File: src/rtl/lock_servo_driver.sv
// Servo PWM driver for a lock actuator: ramps the pulse width between closed and open once per frame.
// Optional auto-relock after a dwell in OPEN is compiled in with `define LOCK_AUTO_RELOCK_EN.
module lock_servo_driver #(
  parameter int CLKS_PER_FRAME = 1000000,
  parameter int PW_CLOSED      = 50000,
  parameter int PW_OPEN        = 100000,
  parameter int PW_STEP        = 500,
  parameter int RELOCK_FRAMES  = 250
) (
  input  logic clk,
  input  logic rst,
  input  logic lock_open,
  output logic servo_pwm,
  output logic at_open,
  output logic at_closed,
  output logic moving
);

  localparam int CNT_W = $clog2(CLKS_PER_FRAME);
  localparam int PW_W  = $clog2(PW_OPEN + PW_STEP + 1);
  localparam int CMP_W = (CNT_W > PW_W) ? CNT_W : PW_W;

  localparam logic [CNT_W-1:0] LP_LAST   = CNT_W'(CLKS_PER_FRAME - 1);
  localparam logic [PW_W-1:0]  LP_CLOSED = PW_W'(PW_CLOSED);
  localparam logic [PW_W-1:0]  LP_OPEN   = PW_W'(PW_OPEN);
  localparam logic [PW_W-1:0]  LP_STEP   = PW_W'(PW_STEP);
  localparam logic [PW_W-1:0]  LP_DN_LIM = PW_W'(PW_CLOSED + PW_STEP);

  if (PW_CLOSED >= PW_OPEN || PW_OPEN >= CLKS_PER_FRAME || PW_STEP < 1 || RELOCK_FRAMES < 1)
  begin : g_bad_cfg
    $error("lock_servo_driver: invalid parameter set");
  end

  typedef enum logic [1:0] {ST_CLOSED, ST_OPENING, ST_OPEN, ST_CLOSING} state_t;

  state_t           r_state, w_state_nxt;
  logic [PW_W-1:0]  r_pw, w_pw_nxt, w_up;
  logic [CNT_W-1:0] r_cnt;
  logic             r_pwm;
  logic             w_bnd, w_target, w_pwm_d;

  assign w_bnd   = (r_cnt == '0);
  assign w_up    = r_pw + LP_STEP;
  assign w_pwm_d = (CMP_W'(r_cnt) < CMP_W'(r_pw));

  always_ff @(posedge clk or negedge rst) begin
    if (!rst) begin
      r_cnt <= '0;
      r_pwm <= 1'b0;
    end else begin
      r_cnt <= (r_cnt == LP_LAST) ? '0 : r_cnt + 1'b1;
      r_pwm <= w_pwm_d;
    end
  end

`ifdef LOCK_AUTO_RELOCK_EN
  localparam int RL_W = (RELOCK_FRAMES > 1) ? $clog2(RELOCK_FRAMES) : 1;
  localparam logic [RL_W-1:0] LP_RL_LAST = RL_W'(RELOCK_FRAMES - 1);

  logic [RL_W-1:0] r_relock_cnt;
  logic            r_forced, r_lock_d;

  // Forced-closed latch releases only on a fresh 0->1 of lock_open; a new force wins a same-cycle release.
  always_ff @(posedge clk or negedge rst) begin
    if (!rst) begin
      r_relock_cnt <= '0;
      r_forced     <= 1'b0;
      r_lock_d     <= 1'b0;
    end else begin
      r_lock_d <= lock_open;
      if (lock_open && !r_lock_d) r_forced <= 1'b0;
      if (r_state != ST_OPEN) begin
        r_relock_cnt <= '0;
      end else if (w_bnd) begin
        if (r_relock_cnt == LP_RL_LAST) begin
          r_forced     <= 1'b1;
          r_relock_cnt <= '0;
        end else begin
          r_relock_cnt <= r_relock_cnt + 1'b1;
        end
      end
    end
  end

  assign w_target = lock_open & ~r_forced;
`else
  assign w_target = lock_open;
`endif

  always_ff @(posedge clk or negedge rst) begin
    if (!rst) begin
      r_state <= ST_CLOSED;
      r_pw    <= LP_CLOSED;
    end else begin
      r_state <= w_state_nxt;
      r_pw    <= w_pw_nxt;
    end
  end

  always_comb begin
    w_state_nxt = r_state;
    w_pw_nxt    = r_pw;
    case (r_state)
      ST_CLOSED: if (w_target) w_state_nxt = ST_OPENING;
      ST_OPENING: begin
        if (!w_target) begin
          w_state_nxt = ST_CLOSING;
        end else if (w_bnd) begin
          if (w_up >= LP_OPEN) begin
            w_pw_nxt    = LP_OPEN;
            w_state_nxt = ST_OPEN;
          end else begin
            w_pw_nxt = w_up;
          end
        end
      end
      ST_OPEN: if (!w_target) w_state_nxt = ST_CLOSING;
      ST_CLOSING: begin
        if (w_target) begin
          w_state_nxt = ST_OPENING;
        end else if (w_bnd) begin
          if (r_pw <= LP_DN_LIM) begin
            w_pw_nxt    = LP_CLOSED;
            w_state_nxt = ST_CLOSED;
          end else begin
            w_pw_nxt = r_pw - LP_STEP;
          end
        end
      end
      default: w_state_nxt = ST_CLOSED;
    endcase
  end

  assign servo_pwm = r_pwm;
  assign at_open   = (r_state == ST_OPEN)   && (r_pw == LP_OPEN);
  assign at_closed = (r_state == ST_CLOSED) && (r_pw == LP_CLOSED);
  assign moving    = (r_state == ST_OPENING) || (r_state == ST_CLOSING);

endmodule

File: config.mk
export PLATFORM = sky130hd
export DESIGN_NAME = lock_servo_driver
export DESIGN_NICKNAME = d
export VERILOG_FILES = /design/src/rtl/lock_servo_driver.sv
export SDC_FILE = /design/constraint.sdc
export NUM_CORES = 1
export LEC_CHECK = 0
export CORE_MARGIN = 10
export CORE_UTILIZATION = 63
export CTS_BUF_LIST = sky130_fd_sc_hd__clkbuf_16
export DETAILED_ROUTE_END_ITERATION = 16
export HOLD_SLACK_MARGIN = 0.08
export PLACE_DENSITY_LB_ADDON = 0.15
export SYNTH_ARGS = -nofsm -noshare
export SYNTH_HDL_FRONTEND = slang
export SYNTH_SLANG_ARGS = --single-unit
File: constraint.sdc
create_clock -name clk -period 3 [get_ports clk]
set_input_delay 0.6 -clock clk [delete_from_list [all_inputs] [get_ports clk]]
set_output_delay 0.6 -clock clk [all_outputs]
set_load 0.01 [all_outputs]
==> results.txt <==
----------------------------------------------------
[Timing]
  Part of the cycle the worst path needs ... a little over nine tenths
  Transition time of the tightest slew-check pin ... 0.875 ns
  Final Skew ... between 0.007 and 0.008 ns
  Total negative slack for setup checks ... 0 ns
  Achievable frequency ... roughly 350 MHz
  Pins Over Slew Limit ... 0
  Tmin final ... 2.84 ns
  Headroom to the max-slew limit ... 41.7%
  Setup slack of the critical path after layout ... about 0.16 ns
  Final Hold Violating Endpoints ... 0
  RSZ-0062 raised after global routing ... false
  Final hold slack ... between 0.4 and 0.5 ns
  Number of failing setup endpoints in the final timing report ... 0

[Logic synthesis]
  Count of different cell masters after synthesis ... 62
  Number of synthesized register bits ... 38
  Ranking of synthesized cells by area ... sky130_fd_sc_hd__dfrtp_1 (25%), sky130_fd_sc_hd__ha_1 (9.7%), sky130_fd_sc_hd__dfstp_2 (4.9%), sky130_fd_sc_hd__nor2_1 (4.8%), sky130_fd_sc_hd__xnor2_1 (4.3%)
  Number of warnings printed during yosys synthesis ... 0
  Syn_area_per_cell ... 8.05 um2
  Largest family of logic cells by synthesized area ... simple AND/OR/NAND/NOR gates
  Gate count of the mapped netlist ... between 400 and 500
  Share of the synthesized netlist area taken by xor and xnor gates ... 6.22%
  Complex-gate fraction of the synthesized area ... between 20% and 30%
  Post-synthesis cell type with the largest combined area ... sky130_fd_sc_hd__dfrtp_1
  Post-Synth Adder-Cell Area ... roughly a tenth
  Syn Std Cell Area ... roughly 3200 um2
  Mux share of post-synthesis cell area ... 0%
  Simple-Gate Fraction of Synth Area ... between 20% and 30%
  Portion of the post-synthesis area used by sequential elements ... ~30%
  Share of Yosys cell area claimed by the top area cell type ... about a quarter
  Count of flip-flops with a built-in enable after synthesis ... 0
  Mapped Nets ... 430
  Fraction of registers with async set/reset ... 100%
  Most frequently used flop master after synthesis ... sky130_fd_sc_hd__dfrtp_1

[Power]
  Max VDD drop ... roughly 0.33 mV
  Leakage power figure ... ~1.5 nW
  Overall power of the completed layout ... around 1.4 mW
  Power per standard cell area ... between 300 and 400 nW/um2

[Cells and area]
  Most frequent standard cell in the layout excluding fill and tap cells ... sky130_fd_sc_hd__nor2_1
  Synthesis-to-layout area growth ... 11.3%
  Post-Layout Cell Count ... a little under 500
  Most frequent cells in the layout ... sky130_fd_sc_hd__nor2_1 (40), sky130_fd_sc_hd__dfrtp_1 (31), sky130_fd_sc_hd__nand2_1 (26), sky130_fd_sc_hd__ha_1 (25)
  Nets@finish ... ~440
  Number of diodes ... 0
  Core occupancy in the finished layout ... 71.5%
  Post-route cell area ... between 3000 and 4000 um2
  Share of post-route cells with drive strength above 1 ... about an eighth

[Status]
  Result of the run ... finished clean

[Placement]
  IO Port Bufs ... 6
  Area after detailed placement ... around 3400 um2
  Final weighted congestion of routability-driven global placement ... between 0.9 and 1
  Detailed placer's ending HPWL ... roughly 6.7 mm
  Worst slack, placed ... around 0.24 ns
  Number of placed instances with taps included ... roughly 480

[Clocking]
  H-tree levels ... 2
  Clk_lat worst skew ... approximately 0.29 ns
  Buffers from clock root to sink, at most ... 2
  Num Clock Sinks ... 38
  Clock transition at the registers of the reported paths ... 0.06 ns
  Cts bufs inserted ... 5
  Root buffer selected by CTS ... sky130_fd_sc_hd__clkbuf_16
  CTS tree ... built
  CTS Hold Buffers Added ... 0

[Setup path]
  Sort of element at the end of the critical path ... primary output
  Critical path launch point type ... register
  Reg-to-reg slack, setup ... around 0.21 ns
  Reg2reg path depth ... 8
  Worst endpoint required time ... 2.40 ns
  Critical path start-end classification ... reg2out
  Arrival time of data at the critical path endpoint ... between 2 and 2.5 ns
  Peak fanout along the critical path ... 17

[Routing]
  Pre-antenna DRT Iters ... 5
  Antenna-violating nets left ... 0
  Violation count after the first detailed-routing iteration ... around 360
  Overall via count from detail_route ... ~3200
  Remaining design rule violation count ... 0
  Average wire length per cell after detail routing ... between 15 and 20 um
  Total Wirelength ... between 8 and 9 mm
  Routed vias/inst ... 6.55

[Floorplanning]
  Die area ... 8410 um2
  Die height ... 91.7 um
  X dimension of the die ... between 90 and 100 um
  Effective utilization at floorplan ... 64.2%
  Ports placed on the boundary ... 7
  Core Region ... ~5000 um2
  Number of rows in the core area ... 26

[Global routing]
  Via count of the first global-routing pass ... slightly above 3000
  Antenna violations before repair ... 0
  Pin count of the biggest net entering global routing ... 39
  Global route overflow ... 0
  Total global-route track usage ... between 20% and 30%
  Wire length of the first global-routing pass ... about 15 mm

[Run]
  Max cap viols ... 0

[Worst hold path]
  Class of the tightest hold or removal check ... in2async

----------------------------------------------------
## area by class of cell
type | count | area, um2
Multi-Input combinational cell | 317 | 2100
Fill cell | 405 | 1440
Sequential cell | 38 | 960
Timing Repair Buffer | 30 | 235
Clock buffer | 5 | 125
Tap cell | 70 | 87.6
Inverter | 23 | 86.3
Clock inverter | 3 | 12.5
## repair_timing
action / CTS / global route
gates resized for setup: 0 / 4
pin swaps: 0 / 1
cloned: 0 / 0
buffers inserted: 2 / 0
endpoints found under the setup margin: 1 / 2
## sequential cells by signal (all words and copies together) (netlist names)
register,count
r_cnt,20
servo_pwm,1
r_pw,15
r_state,2
## critical path: stages (launching register included)
cell and delay, ns:
sky130_fd_sc_hd__dfstp_2 0.72, sky130_fd_sc_hd__nand2_1 0.19, sky130_fd_sc_hd__nor4_2 0.28, sky130_fd_sc_hd__and4_1 0.23, sky130_fd_sc_hd__clkdlybuf4s50_1 0.54
## logic make-up after synthesis
kind of cell             count (synthesis)
flip-flops                              38
buffers and inverters                   47
AND/OR/NAND/NOR                        167
XOR/XNOR                                23
AO/OA/AOI/OAI                          102
adder cells (fa/ha/maj)                 25
## cells in the mapped netlist, drive strengths merged, types with 2 or more instances
master / count
a211oi: 4
xnor2: 16
o221ai: 2
or3: 3
o211ai: 8
nor4b: 2
nor4: 6
dfrtp: 32
and4: 3
o22ai: 4
nor3: 26
o21a: 6
nand3b: 2
nand2: 27
and3: 8
xor2: 7
o21bai: 4
or2: 3
a21o: 6
and2: 5
nand3: 17
buf: 7
o31ai: 2
o21ai: 16
inv: 23
nand4: 11
o2111ai: 2
nor2: 42
ha: 25
nand2b: 3
dfstp: 6
or4: 6
a21oi: 23
nor2b: 2
a22oi: 2
a31oi: 10
clkbuf: 17
## worst paths after layout
kind	start	end
setup / recovery	r_pw[4]	at_closed
setup reg to reg	r_pw[2]	r_state[1]
min in group clk	r_cnt[0]	r_cnt[0]
hold reg to reg	r_cnt[0]	r_cnt[0]
hold / removal	rst	r_pw[10]
max in group asynchronous	rst	r_pw[10]
## layer usage
layer	part of all wire [%]	GRT usage, %
met1	41	27.3
met2	48	35.4
met3	7.4	3.42
met4	3.2	10.5
met5	0	0
## power breakdown
| group | internal (mW) | leakage, nW | total, mW | switching, mW |
|---|---|---|---|---|
| combinational | 0.154 | 1.02 | 0.384 | 0.230 |
| sequential | 0.529 | 0.454 | 0.543 | 0.0142 |
| clock | 0.301 | 0.0724 | 0.512 | 0.212 |
Power figures use the tool's default switching activity.
